$ cat src/rtl/imem_pkg.sv
// Shared types and constants for the instruction-memory arbiter (imem_arb).
package imem_pkg;
   typedef enum logic {ST_IDLE = 1'b0, ST_LOCKED = 1'b1} arb_state_e;
   typedef enum logic {OWN_FETCH = 1'b0, OWN_LOAD = 1'b1} owner_e;
   localparam logic [31:0] NOP_INSN = 32'h0000_0013;
endpackage

$ cat src/rtl/imem_arb_rr_arb2.sv
// Two-input round-robin arbiter; the pointer remembers the last winner so a tie
// goes to the other side. Reset points at the loader so fetch wins the first tie.
module rr_arb2 (
   input  logic clk,
   input  logic reset,
   input  logic i_req_f,
   input  logic i_req_l,
   output logic o_gnt_f,
   output logic o_gnt_l
);
   import imem_pkg::*;

   owner_e r_last;

   // Grant decode: tie broken against the previous winner
   always_comb begin
      o_gnt_f = 1'b0;
      o_gnt_l = 1'b0;
      if (i_req_f && i_req_l) begin
         if (r_last == OWN_LOAD) begin
            o_gnt_f = 1'b1;
         end else begin
            o_gnt_l = 1'b1;
         end
      end else begin
         o_gnt_f = i_req_f;
         o_gnt_l = i_req_l;
      end
   end

   // Last-grant pointer, updated on every grant
   always_ff @(posedge clk or posedge reset) begin
      if (reset) begin
         r_last <= OWN_LOAD;
      end else if (o_gnt_f) begin
         r_last <= OWN_FETCH;
      end else if (o_gnt_l) begin
         r_last <= OWN_LOAD;
      end
   end
endmodule

$ cat src/rtl/imem_arb.sv
// Fetch/loader arbiter for a shared single-port instruction memory with a loader lock.
// Optional macro IMEM_ARB_RANGECHK_EN: bad addresses return a NOP and pulse err_pulse.
module imem_arb #(
   parameter int DEPTH = 64,
   parameter int AW    = 6
) (
   input  logic          clk,
   input  logic          reset,
   input  logic          f_req,
   input  logic [31:0]   f_addr,
   output logic          f_gnt,
   output logic          f_rvalid,
   output logic [31:0]   f_rdata,
   output logic          f_stall,
   input  logic          l_req,
   input  logic          l_we,
   input  logic          l_lock,
   input  logic [31:0]   l_addr,
   input  logic [31:0]   l_wdata,
   output logic          l_gnt,
   output logic          l_rvalid,
   output logic [31:0]   l_rdata,
   output logic [AW-1:0] m_addr,
   output logic          m_we,
   output logic [31:0]   m_wdata,
   input  logic [31:0]   m_rdata
`ifdef IMEM_ARB_RANGECHK_EN
   ,
   output logic          err_pulse
`endif
);
   import imem_pkg::*;

   arb_state_e  r_state;
   logic        r_f_rvalid;
   logic        r_l_rvalid;
   logic [31:0] r_f_rdata;
   logic [31:0] r_l_rdata;
   logic        w_req_f;
   logic        w_gnt_f;
   logic        w_gnt_l;
   logic        w_f_bad;
   logic        w_l_bad;
   logic        w_bad;
   logic [31:0] w_rsp;

   // Fetch is masked entirely while the loader holds the lock
   assign w_req_f = f_req && (r_state == ST_IDLE);

   rr_arb2 u_rr_arb2 (
      .clk     (clk),
      .reset   (reset),
      .i_req_f (w_req_f),
      .i_req_l (l_req),
      .o_gnt_f (w_gnt_f),
      .o_gnt_l (w_gnt_l)
   );

   assign f_gnt   = w_gnt_f;
   assign l_gnt   = w_gnt_l;
   assign f_stall = f_req & ~w_gnt_f;
   assign m_wdata = l_wdata;

`ifdef IMEM_ARB_RANGECHK_EN
   logic r_err;
   logic w_unused_depth;
   assign w_f_bad        = (|f_addr[31:AW+2]) | (|f_addr[1:0]);
   assign w_l_bad        = (|l_addr[31:AW+2]) | (|l_addr[1:0]);
   assign err_pulse      = r_err;
   assign w_unused_depth = (DEPTH > 0);

   // Error flag rides alongside the response it belongs to
   always_ff @(posedge clk or posedge reset) begin
      if (reset) begin
         r_err <= 1'b0;
      end else begin
         r_err <= w_bad;
      end
   end
`else
   logic w_unused_bits;
   assign w_f_bad       = 1'b0;
   assign w_l_bad       = 1'b0;
   assign w_unused_bits = ^{f_addr[31:AW+2], f_addr[1:0], l_addr[31:AW+2], l_addr[1:0], (DEPTH > 0)};
`endif

   // Memory-side mux; a rejected loader access never writes
   always_comb begin
      m_addr = f_addr[AW+1:2];
      m_we   = 1'b0;
      w_bad  = 1'b0;
      if (w_gnt_l) begin
         m_addr = l_addr[AW+1:2];
         m_we   = l_we & ~w_l_bad;
         w_bad  = w_l_bad;
      end else if (w_gnt_f) begin
         w_bad  = w_f_bad;
      end else begin
         w_bad  = 1'b0;
      end
   end

   always_comb begin
      w_rsp = m_rdata;
      if (w_bad) begin
         w_rsp = NOP_INSN;
      end else if (w_gnt_l && l_we) begin
         w_rsp = 32'h0000_0000;
      end else begin
         w_rsp = m_rdata;
      end
   end

   // Lock FSM: lock only taken together with a granted loader access
   always_ff @(posedge clk or posedge reset) begin
      if (reset) begin
         r_state <= ST_IDLE;
      end else begin
         case (r_state)
            ST_IDLE:   if (w_gnt_l && l_lock) r_state <= ST_LOCKED;
            ST_LOCKED: if (!l_lock)           r_state <= ST_IDLE;
            default:   r_state <= ST_IDLE;
         endcase
      end
   end

   // One-cycle response; rdata holds between pulses
   always_ff @(posedge clk or posedge reset) begin
      if (reset) begin
         r_f_rvalid <= 1'b0;
         r_l_rvalid <= 1'b0;
         r_f_rdata  <= 32'h0000_0000;
         r_l_rdata  <= 32'h0000_0000;
      end else begin
         r_f_rvalid <= w_gnt_f;
         r_l_rvalid <= w_gnt_l;
         if (w_gnt_f) r_f_rdata <= w_rsp;
         if (w_gnt_l) r_l_rdata <= w_rsp;
      end
   end

   assign f_rvalid = r_f_rvalid;
   assign f_rdata  = r_f_rdata;
   assign l_rvalid = r_l_rvalid;
   assign l_rdata  = r_l_rdata;
endmodule

$ cat config.mk
export PLATFORM = sky130hd
export DESIGN_NAME = imem_arb
export DESIGN_NICKNAME = d
export VERILOG_FILES = /design/src/rtl/imem_pkg.sv /design/src/rtl/imem_arb_rr_arb2.sv /design/src/rtl/imem_arb.sv
export SDC_FILE = /design/constraint.sdc
export NUM_CORES = 1
export LEC_CHECK = 0
export BUFFER_PORTS_ARGS = -buffer_cell sky130_fd_sc_hd__buf_2
export CAP_MARGIN = 40
export CORE_ASPECT_RATIO = 0.6
export CORE_MARGIN = 10
export CORE_UTILIZATION = 36
export CTS_CLUSTER_SIZE = 20
export DETAILED_ROUTE_END_ITERATION = 10
export PLACE_DENSITY_LB_ADDON = 0.08
export RECOVER_POWER = 50
export SLEW_MARGIN = 20
export SYNTH_ARGS = -nofsm -noshare
export SYNTH_HDL_FRONTEND = slang
export SYNTH_SLANG_ARGS = --single-unit
export TNS_END_PERCENT = 100
$ cat constraint.sdc
create_clock -name clk -period 2.1 [get_ports clk]
set_input_delay 0.525 -clock clk [delete_from_list [all_inputs] [get_ports clk]]
set_output_delay 0.525 -clock clk [all_outputs]
set_load 0.005 [all_outputs]
* Word level (Yosys, flattened, before mapping)
Index checks and enable logic that the tools add are counted.
** Storage, ports and cells
- Input port bits :: 134
- Register bits after elaboration :: 68
** Cells by class
- Bitwise operators :: 3
- Reduce and logical (&&, ||, !) cells :: 5
- Mux-type cells :: 12
** Operators by type and width (number)
- 32-bit two-way mux :: 1
- 1-bit two-way mux :: 9
- 6-bit two-way mux :: 1
- 1-bit logical AND :: 4
- 1-bit NOT :: 2
- 1-bit one-hot mux with 2 select lines :: 1
- 2-bit nonzero test :: 1
- 1-bit AND :: 1

* Depth between registers and ports, before layout
Gate-level depths: netlist of the first run.
- Depth in word-level cells :: 7
- Gate-level depth with buffers :: 5

* Hierarchy
From an unflattened synthesis of the first run, not the netlist that was laid out.
** Second synthesis, totals
- Cells, all modules :: 266
- Area, all modules :: 3135.5 µm²
** By module, submodules not included
- imem_arb :: instances 1, area an instance 3076.7 µm², cells an instance 259, sequential area each 1676.6 µm²
- rr_arb2 :: instances 1, area an instance 58.8 µm², cells an instance 7, sequential area each 26.3 µm²

* Least setup slack after synthesis of the first run
OpenSTA, ideal clock, no wires.
- Path type :: input to output
- Start point :: input port l_req
- End point :: output port f_stall
- Stages :: 5
- Slack :: 213 ps
- Buffers on the path :: 2
- Data arrival time :: 1362 ps
- Cells stage by stage :: buf_6 nor2b_4 nor3b_4 buf_6 nor2b_1
** Between the ends
- Cells in the longest elaborated chain, start to end :: 4
** Ends and longest elaborated chain
- start, declared :: line imem_arb.sv:15 : input logic l_req,
- 1-bit logical AND :: line imem_arb_rr_arb2.sv:19 : if (i_req_f && i_req_l) begin
- 1-bit two-way mux :: line imem_arb_rr_arb2.sv:19
- named net f_gnt :: line imem_arb.sv:11 : output logic f_gnt,
- 1-bit NOT :: line imem_arb.sv:61 : assign f_stall = f_req & ~w_gnt_f;
- 1-bit AND :: line imem_arb.sv:61
- end, declared :: line imem_arb.sv:14 : output logic f_stall,
The timed path passes the listed nets, and every way through them passes these cells.

* Worst setup path after layout of the first run
- Start point :: register u_rr_arb2.r_last
- End point :: output port m_addr[4]
** Between the ends
- Cells in the longest elaborated chain, start to end :: 3
** Ends and longest elaborated chain
- start, declared :: line imem_arb_rr_arb2.sv:13 : owner_e r_last;
- start signal, assigned :: line imem_arb_rr_arb2.sv:34 : r_last <= OWN_LOAD;
- start signal, assigned :: line imem_arb_rr_arb2.sv:36 : r_last <= OWN_FETCH;
- start signal, assigned :: line imem_arb_rr_arb2.sv:38 : r_last <= OWN_LOAD;
- 1-bit two-way mux :: line imem_arb_rr_arb2.sv:20 : if (r_last == OWN_LOAD) begin
- 1-bit two-way mux :: line imem_arb_rr_arb2.sv:19
- 6-bit two-way mux :: line imem_arb.sv:92 : if (w_gnt_l) begin
- end, declared :: line imem_arb.sv:23 : output logic [AW-1:0] m_addr,
No other way between the ends.

==> results.txt, run 1 <==
- Smallest setup slack after layout: -89.94 ps
- Along the worst hold path, the cell count comes to 2.
* Worst Setup End Kind: output port
- Pins over their slew limit: 69
- DIE AREA: 0.01274 sq mm
- Worst-case clock buffer depth: 2
- Setup violations remaining at the end of the flow were counted as 6.
- Wire length of the first global-routing pass: 13,900 um
- Slew margin rel.: -13.75%
* Amount of wire on met3 after detailed routing: 925 um
- After floorplanning, the core was sized to cover 0.008070 sq mm.
* Detailed Route Iter0 Violations: 97
- Actual transition at the worst max-transition pin: 1706 ps
- Overflow after GRT: 0
- Peak clock frequency supported by timing: 456.6 MHz
* Final-layout setup total negative slack: -477.1 ps
* Final std cell area, no fill: 0.003971 sq mm
- OpenSTA, run right after detailed placement, puts the worst setup slack at 66.83 ps.
* Routability congestion estimate from global placement: 0.7143
- Data arrives at the worst endpoint at 1660 ps.
- The routed layout has 2,211 vias.
* Antenna violations before repair: 0
- The mapped netlist covers 0.003068 sq mm.
- VDD sags by at most 0.4754 mV.
- In the detailed route, the total length drawn on met2 is 3875 um.
- At the later pin of the worst-skew pair, clock insertion delay measures 330 ps.
- Initial standard-cell utilization of the core: 38.02%
- First-pass DRT Iterations: 5
- Failing checks: capacitance limit, slew limit, setup timing
- In this run, synthesis produced a sequential element count of 68.
* Max incr delay on CP: 530 ps
- Among all stages on the critical path, the largest delay is contributed by sky130_fd_sc_hd__dfstp_2.
* Number of nets still failing antenna checks after routing: 0
* Detailed-route vias per instance: 4.980
* Met1 Routed Length: 3736 um
- Nets@finish: 465
* Clock-pin transition on the worst setup and hold timing paths: 50 ps
- Row Count: 25
* Total length of routed wires: 8712 um
- Entering global routing, the biggest net connects 69 pins.
* Inserted Clock Buffers: 9
* Share of synthesized area occupied by flip-flops and latches: 55.51%
* Number of instances in the synthesized netlist: 230
- Register-to-Register Path Depth: 5
- The number of failing hold endpoints at the final stage is 0.
- The clock net in this run drives a total of 68 sinks.
* Most used cells in the layout excluding fill and tap cells: sky130_fd_sc_hd__buf_2, sky130_fd_sc_hd__dfrtp_1, sky130_fd_sc_hd__a21boi_0
- Counting I/O delays and the setup requirement, the final critical path takes 2190 ps.
- All-Layer GR Usage: 13.71%
- Number of filler cells placed in the layout: 775
* Number of different library cells in the post-synthesis netlist: 20
- Most frequent standard cell in the layout excluding fill and tap cells: sky130_fd_sc_hd__buf_2
* Maximum net fanout on the critical path: 8
- The H-tree was split into 3 levels.
- Mean instance size in the synthesized netlist: 13.34 sq um
- Summed over all nets, the half-perimeter wirelength after detailed placement is 6336 um.
- Total leakage power: 1.932 nW
- Vias in the first global route: 2,424
* Share of the cycle needed by the critical path after routing: 104.3%
- In this run the top signal layer used is met4.
- Share of cells above drive strength 1: 62.20%
* Power density over cell area: 1022 mW/mm^2
- Die span in x: 139.2 um
- Max-cap violations in this run came to 1.
- For this run, the number of Yosys warnings is 0.
* Unrepaired setup endpoints after global routing: yes
- Relative to the synthesized area, the layout overhead comes to 29.45%.
- Outcome: complete, but fails checks
* Number of buffer cells added on primary ports: 125
- The die is 91.51 um tall.
* Critical Setup Path Class: flip-flop to output port
- After detailed routing, the number of remaining DRC violations is 0.
* IO Pins: 242
- The repair_antennas step left the layout with diodes totalling 0.
- TritonCTS clock tree: built
- Crit path required time: 1570 ps
* Post-synthesis net count: 364
- The critical path goes through nand3b_1 -> nand2_4 -> mux2_4 -> buf_6.
- Worst hold-check path type: input pin to flip-flop
- STA classifies the critical path startpoint as a flip-flop.
* Average wire per standard cell: 19.62 um
- Post-place instance area: 0.003586 sq mm
* Cell at the root of the clock tree: sky130_fd_sc_hd__clkbuf_16
* Final clock skew: 4.994 ps
- Worst Hold Margin: 408.2 ps
[where the power goes]
| part | total (mW) | internal (mW) | switching [mW] |
|---|---|---|---|
| Sequential | 1.62 | 1.52 | 0.101 |
| Clock | 1.67 | 1.13 | 0.535 |
| Combinational | 0.768 | 0.422 | 0.346 |
[worst max-delay path: cells and delay by family (launching register included)]
kind	cells	cell delay, ps
multiplexers	1	330
AND/OR/NAND/NOR	2	360
flip-flops	1	530
buffers and inverters	1	120
[area by class of cell]
| cell class | instances | area, sq um | share of cell area [%] |
|---|---|---|---|
| Clock buffer | 12 | 266.5 | 6.711 |
| Clock inverter | 4 | 70.07 | 1.764 |
| Inverter | 3 | 15.01 | 0.3781 |
| Multi-Input combinational cell | 111 | 1047 | 26.37 |
| Sequential cell | 68 | 1703 | 42.88 |
| Tap cell | 108 | 135.1 | 3.403 |
| Timing Repair Buffer | 138 | 734.5 | 18.49 |
[registers in the layout, indices dropped and copies added, names as in the netlist]
signal / flops
f_rdata: 32
l_rdata: 32
f_rvalid: 1
l_rvalid: 1
r_state: 1
u_rr_arb2.r_last: 1
[per-stage QoR]
stage	utilization, %	std cells	total power [mW]
after global routing	49.21	444	4.285
after detailed placement	44.43	425	2.424
after global placement	44.43	425	2.406
after CTS	49.50	442	4.157
final	49.21	444	4.059
after floorplan	-	230	2.076
[path summary, 6_finish.rpt]
path	start	end	slack, ps
worst max-delay path	u_rr_arb2.r_last	m_addr[4]	-90
worst min-delay path	l_lock	r_state	410
worst max register to register	u_rr_arb2.r_last	f_rdata[17]	410
worst min register to register	f_rdata[0]	f_rdata[0]	500
max in group asynchronous	reset	l_rdata[15]	270
min in group asynchronous	reset	l_rdata[3]	800
[cells by family (layout without fill, tap and decap cells)]
logic type,Yosys count,count (layout),synth area share (%)
flops,68,68,55.51
compound gates,65,65,17.21
buf+inv,51,157,11.26
mux,38,38,13.95
simple gates,8,8,2.080
[synthesized netlist by cell type]
cell type,number,area (sq um)
sky130_fd_sc_hd__nor2b_4,1,13.76
sky130_fd_sc_hd__o21a_1,1,7.510
sky130_fd_sc_hd__nand3b_1,1,7.510
sky130_fd_sc_hd__dfrtp_1,67,1677
sky130_fd_sc_hd__nor2b_1,1,6.260
sky130_fd_sc_hd__a31o_1,1,8.760
sky130_fd_sc_hd__inv_2,1,3.750
sky130_fd_sc_hd__dfstp_2,1,26.28
sky130_fd_sc_hd__nor2_1,3,11.26
sky130_fd_sc_hd__nor3b_4,1,18.77
sky130_fd_sc_hd__buf_6,4,45.04
sky130_fd_sc_hd__buf_4,32,240.2
sky130_fd_sc_hd__inv_1,2,7.510
sky130_fd_sc_hd__mux2_1,1,11.26
sky130_fd_sc_hd__a21boi_0,32,240.2
sky130_fd_sc_hd__mux2_2,37,416.7
sky130_fd_sc_hd__a31o_2,31,271.5
sky130_fd_sc_hd__buf_2,3,15.01
sky130_fd_sc_hd__clkbuf_1,9,33.78
sky130_fd_sc_hd__nand2_2,1,6.260
[per-layer routing]
| layer | vias to the layer above | track usage [%] |
|---|---|---|
| met5 | - | 0 |
| met4 | 0 | 5.796 |
| met3 | 27 | 8.164 |
| met2 | 92 | 19.84 |
| met1 | 1096 | 16.14 |
| li1 | 996 | - |
[repair_timing]
action	in CTS	in global routing
hold buffers	0	0
setup buffers	1	2
resized for setup	13	0
pin swaps	2	1
endpoints found under the setup margin	6	6
Power figures use the tool's default switching activity.
==> run 2: changes to the inputs <==
--- a/config.mk
+++ b/config.mk
@@ -8,10 +8,10 @@
 export BUFFER_PORTS_ARGS = -buffer_cell sky130_fd_sc_hd__buf_2
 export CAP_MARGIN = 40
-export CORE_ASPECT_RATIO = 0.6
+export CORE_ASPECT_RATIO = 1.75
 export CORE_MARGIN = 10
 export CORE_UTILIZATION = 36
 export CTS_CLUSTER_SIZE = 20
 export DETAILED_ROUTE_END_ITERATION = 10
-export PLACE_DENSITY_LB_ADDON = 0.08
+export PLACE_DENSITY = 0.83
 export RECOVER_POWER = 50
 export SLEW_MARGIN = 20
==> constraint.sdc (replaced) <==
create_clock -name clk -period 2.1 [get_ports clk]
set_input_delay 0.525 -clock clk [delete_from_list [all_inputs] [get_ports clk]]
set_output_delay 0.525 -clock clk [all_outputs]
set_load 0.05 [all_outputs]
==> run 2 against run 1 <==
  * The flow finishes with violations (setup timing)
  * Global-route usage rose by 0.13 points
  * Sequential share of layout area fell by 0.054 points
  * Highest routed layer unchanged
  * Non-clock buffer count did not move
==> results.txt, run 2 (same netlist as run 1, synthesis figures left out) <==
- The analysis attributes to net switching a power of 1.775 mW.
* Detailed Route Iter0 Violations: 62
* Cell with the largest stage delay on the worst path: sky130_fd_sc_hd__dfstp_2
* Routability congestion estimate from global placement: 0.7332
- Final std cell area, no fill: 0.003976 sq mm
* Vias in the first global route: 2,502
- Across the run, the number of max-cap violations was 0.
- The core region is 0.008313 sq mm.
- After layout, the worst setup slack is -80.72 ps.
* Sequence of cells on the critical path: nand3b_1 -> nand2_4 -> mux2_4 -> buf_6
* Global routing met1 resource utilization: 12.51%
* First-pass DRT Iterations: 4
* Proportion of total power due to net switching: 37.25%
- After layout, the worst path uses 103.8% of the clock period.
- Storage cell area: 0.001703 sq mm
* DIE AREA: 0.01276 sq mm
* Share of cells above drive strength 1: 63.28%
- Outcome: complete, but fails checks
- End-of-flow core utilization: 47.83%
- Most used cells in the layout excluding fill and tap cells: sky130_fd_sc_hd__buf_2, sky130_fd_sc_hd__dfrtp_1, sky130_fd_sc_hd__a21boi_0
- After legalization and detailed placement, the total HPWL measured 6698 um.
* Worst-case clock buffer depth: 2
- The worst-case IR drop observed on VDD is 0.6689 mV.
- Measured against its own limit, the worst slew margin works out to 39.86%.
- Number of filler cells placed in the layout: 775
- Crit path required time: 1570 ps
- Power density over cell area: 1198 mW/mm^2
- Met3 global-route usage: 3.117%
- Post-place instance area: 0.003592 sq mm
* DR vias: 2,217
- Startpoint class of the critical path: flip-flop
* Number of nets still failing antenna checks after routing: 0
* DRC errors left: 0
- Area growth, synth to finish: 29.61%
* Family with the most delay on the worst path: flip-flops
- Summing all multi-input logic gate instances after layout gives 0.001052 sq mm.
- Number of antenna repair diodes: 0
- The initial utilization of the core area, before any placement, comes to 36.91%.
- Combinational Power Share: 33.2%
- For the final routed database, the setup TNS stands at -442.6 ps.
- Total length of routed wires: 9026 um
- Peak clock frequency supported by timing: 458.6 MHz
- Hold buffer count at cts: 0
* IO Pins: 242
- Met2 layer usage reported by global route: 25.42%
- The number of antenna violations at the first check in global routing was 0.
- Summed over all cells, the static leakage comes to 1.924 nW.
* Number of buffers and inverters on the critical path: 1
- The total overflow left after global routing is 0.
* Clk_lat worst skew: 330 ps
- Unrepaired setup endpoints after global routing: yes
* Maximum net fanout on the critical path: 7
* Clock group share of total power: 32.7%
* Pins over their slew limit: 0
* Detailed-route vias per instance: 4.927
- Setup violations remaining at the end of the flow were counted as 6.
- In this run the horizontal extent of the chip is 89.79 um.
- Failing checks: setup timing
* Final hold violation count: 0
- Final critical path time including I/O delays and setup: 2181 ps
- Registers are responsible for 34.1% of the overall power.
* Wire length of the first global-routing pass: 13,770 um
- Between clock sinks in the finished design, the worst skew comes to 4.997 ps.
* Max incr delay on CP: 530 ps
* Cell at the root of the clock tree: sky130_fd_sc_hd__clkbuf_16
- Most used routing layer in global routing: met2
- The H-tree generated during clock tree synthesis spans 3 levels.
- The floorplan step set the die height to 142.1 um.
- Inserted Clock Buffers: 9
- Pre-CTS setup slack: 63.15 ps
- Leaving out fill and tap cells, the most frequent cell in the layout is sky130_fd_sc_hd__buf_2.
- The worst setup path is of the flip-flop to output port kind.
- The floorplan has 44 rows.
* Clock-pin transition on the worst setup and hold timing paths: 50 ps
- CTS saw 68 sinks.
- Number of buffer cells added on primary ports: 125
* Maximum number of pins on one net before global-route repair: 37
- The min-delay analysis places its worst path in the category input pin to flip-flop.
- In the final design database the tool counted 465 nets.
* TritonCTS clock tree: built
- STA puts the critical path data arrival time at 1660 ps.
- Worst Setup End Kind: output port
* All-Layer GR Usage: 13.84%
* Actual transition at the worst max-transition pin: 902.1 ps
- Average wire per standard cell: 20.06 um
* Cell-internal power: 2.989 mW
run 2: worst reg2reg max path, stage by stage, from the launching register on:
cell	delay (ps)
sky130_fd_sc_hd__dfstp_2	530
sky130_fd_sc_hd__buf_4	110
sky130_fd_sc_hd__nor2b_4	40
sky130_fd_sc_hd__nor3b_4	230
sky130_fd_sc_hd__buf_6	150
sky130_fd_sc_hd__buf_4	310
sky130_fd_sc_hd__mux2_2	390
run 2: repair_timing:
action	CTS	global route
resized for setup	22	6
setup endpoints to repair	9	10
setup buffers	1	1
endpoints found under the hold margin	0	0
pin swaps	2	1
run 2: worst paths after layout:
kind | start | endpoint | slack [ps] | cells past startpoint
max | u_rr_arb2.r_last | m_addr[4] | -80 | 4
min | l_lock | r_state | 410 | 2
max reg2reg | u_rr_arb2.r_last | f_rdata[13] | 220 | 6
min reg2reg | f_rdata[8] | f_rdata[8] | 500 | 1
max in group asynchronous | reset | f_rdata[11] | 1040 | 3
min in group asynchronous | reset | f_rdata[26] | 460 | 3
run 2: routing by layer:
layer / vias to the layer above / routed length (um)
met5: - / 0
met4: 0 / 555
met3: 49 / 501
met2: 80 / 5049
met1: 1090 / 2919
li1: 998 / -
run 2: cell type report:
type / count / area share, %
well taps: 115 / 3.619
inverters: 3 / 0.3147
clock inverters: 5 / 1.951
flip-flops and latches: 68 / 42.83
clock buffers: 10 / 5.758
repair buffers: 138 / 19.07
multi-input cells: 111 / 26.46
run 2: power groups by stage:
stage / combinational (mW) / clock [mW] / sequential (mW)
5_1_grt: 1.65 / 1.65 / 1.65
4_1_cts: 1.61 / 1.60 / 1.63
6_report: 1.58 / 1.56 / 1.63
2_1_floorplan: 0.590 / 0 / 2.38
3_5_place_dp: 1.57 / 0 / 1.65
3_3_place_gp: 1.56 / 0 / 1.63
run 2: per-stage QoR:
step                power (mW)  std cells  hold WS, ps
finish                   4.763        450        410.6
global route             4.953        450        400.1
CTS                      4.840        449        309.9
detailed placement       3.223        433        491.0
global placement         3.185        433        466.2
floorplan                2.970        230        505.3
==> run 3: changes to the inputs <==
SKIP_CTS_REPAIR_TIMING = 1   (was unset)
==> run 3 against run 2 <==
  * The flow still finishes with violations (setup timing)
  * Worst setup slack better by 1.7 ps
  * Fmax about the same
  * Sequential power about the same
  * Hold slack about the same
  * Utilization about the same
  * Power about the same
  * Sequential share of layout area about the same
  * Clock power about the same
  * Wire length down 0.37%
  * Combinational power about the same
  * Critical path depth unchanged
  * Critical path type unchanged
  * Largest cell class unchanged
==> results.txt, run 3 (same netlist as run 1, synthesis figures left out) <==
* Outcome: complete, but fails checks
- Failing checks: setup timing
- In this run the most critical hold path is launched from l_lock.
- The first TritonRoute pass finished after 3 iterations.
- Number of nets still failing antenna checks after routing: 0
- After global routing the overflow that remains totals 0.
- The initialized floorplan defines 44 standard-cell rows.
- Smallest setup slack after layout: -78.97 ps
- Subtracting the final worst setup slack from the clock period gives 2179 ps.
- The number of antenna violations at the first check in global routing is 0.
* Data arrival time of the critical path: 1650 ps
- Die height: 142.1 um
- In the final layout, the share of cells above drive strength 1 is 62.99%.
- Met2 WL post-DR: 5041 um
- Average wire per standard cell: 19.98 um
- Die span in x: 89.79 um
- After legalization and detailed placement, the total HPWL measured 6698 um.
- The clock reaches the later pin of the worst-skew pair after 330 ps.
- At the worst endpoint, the required time is 1570 ps.
- Detailed Route Iter0 Violations: 61
* Cell at the root of the clock tree: sky130_fd_sc_hd__clkbuf_16
- Based on the critical path, the design can be clocked at up to 458.9 MHz.
- Maximum number of pins on one net before global-route repair: 37
* Startpoint class of the critical path: flip-flop
* Power density over cell area: 1198 mW/mm^2
- The worst register-to-register path begins at u_rr_arb2.r_last.
* Total length of routed wires: 8993 um
* Amount of wire on met3 after detailed routing: 493 um
- Global routing consumed, over all layers together, 13.57% of the routing resources.
- DR vias: 2,232
* TritonCTS clock tree: built
- Met1 Routed Length: 2876 um
- Worst Hold Margin: 410.6 ps
- Inserted Clock Buffers: 9
- Share of the cycle needed by the critical path after routing: 103.8%
- 242 I/O pins were placed.
- Area of the core region: 0.008313 sq mm
* Actual transition at the worst max-transition pin: 894.5 ps
- Total number of H-tree levels: 3
* Setup-failing EPs final: 21
* Final hold violation count: 0
- Unrepaired setup endpoints after global routing: yes
- DIE AREA: 0.01276 sq mm
- Worst-case clock buffer depth: 2
- For this configuration, the core starts out at a cell density of 36.91%.
- Number of max-cap violations: 0
- The finished layout holds 450 standard cells, fillers aside.
- Nets@finish: 465
* Clock sink count: 68
* Final clock skew: 5.219 ps
- Using the TritonRoute via totals, the vias-per-cell ratio works out to 4.960.
* Worst hold-check path type: input pin to flip-flop
- The library cell used most frequently in the layout, excluding fill and tap cells, is sky130_fd_sc_hd__buf_2.
- The worst setup path is captured at an output port.
* Maximum net fanout on the critical path: 7
* Critical Setup Path Class: flip-flop to output port
- The congestion estimate from routability-driven global placement came to 0.7332.
- The number of placed instances, taps included, is 433.
- Compared with the post-synthesis result, the final layout area differs by 29.49%.
- DRC errors left: 0
* Clock-pin transition on the worst setup and hold timing paths: 50 ps
- The filler cells instantiated in the layout total 782.
- IR Drop Worst-Case VDD: 0.6700 mV
* Top routing layer in use: met4
- Wire length of the first global-routing pass: 13,490 um
* Most used cells in the layout excluding fill and tap cells: sky130_fd_sc_hd__buf_2, sky130_fd_sc_hd__dfrtp_1, sky130_fd_sc_hd__a21boi_0
- The number of antenna diodes in the final layout is 0.
- Measured against its own limit, the worst slew margin works out to 40.37%.
* Vias in the first global route: 2,491
* Total leakage power: 1.920 nW
- Crit. Startpoint: u_rr_arb2.r_last
* Number of buffer cells added on primary ports: 125
- The max-slew violation total from the final report was 0.
-- run 3: per-layer routing --
layer	vias up	GRT usage [%]
met5	-	0
met1	1102	12.19
met3	51	3.170
met2	80	24.31
li1	999	-
met4	0	13.09
-- run 3: final timing paths --
path / end / cells after the start / slack (ps)
hold / removal: r_state / 2 / 410
hold reg to reg: f_rdata[8] / 1 / 500
setup reg to reg: f_rdata[30] / 5 / -80
max in group asynchronous: f_rdata[11] / 3 / 1040
setup / recovery: m_addr[2] / 4 / -80
min in group asynchronous: f_rdata[26] / 3 / 460
-- run 3: power by group --
| group | switching, mW | internal, mW | leakage [nW] | total, mW |
|---|---|---|---|---|
| Combinational | 1.14 | 0.435 | 0.931 | 1.58 |
| Sequential | 0.102 | 1.52 | 0.840 | 1.63 |
| Clock | 0.527 | 1.03 | 0.148 | 1.55 |
-- run 3: per-stage QoR --
step | power, mW | instance area (sq um) | setup WS [ps] | setup TNS, ps | util [%]
2_1_floorplan | 2.970 | 3074 | 51.58 | 0 | -
3_3_place_gp | 3.185 | 3592 | 75.71 | 0 | 43.21
3_5_place_dp | 3.223 | 3592 | 63.15 | 0 | 43.21
4_1_cts | 4.806 | 3899 | -229.9 | -1463 | 46.90
5_1_grt | 4.952 | 3973 | -143.9 | -2552 | 47.79
6_report | 4.761 | 3973 | -78.97 | -1289 | 47.79
-- run 3: final cells by class --
cell class	count	area (sq um)	area share [%]
flip-flops and latches	68	1703	42.87
inverters	3	12.51	0.3150
well taps	115	143.9	3.622
clock buffers	10	229.0	5.764
multi-input cells	111	1052	26.49
repair buffers	138	754.5	18.99
clock inverters	5	77.57	1.953
-- run 3: worst max-delay path, stage by stage, from the launching register on --
cell and delay [ps]:
sky130_fd_sc_hd__dfstp_2 530, sky130_fd_sc_hd__nand3b_1 140, sky130_fd_sc_hd__nand2_4 170, sky130_fd_sc_hd__mux2_4 330, sky130_fd_sc_hd__buf_6 150
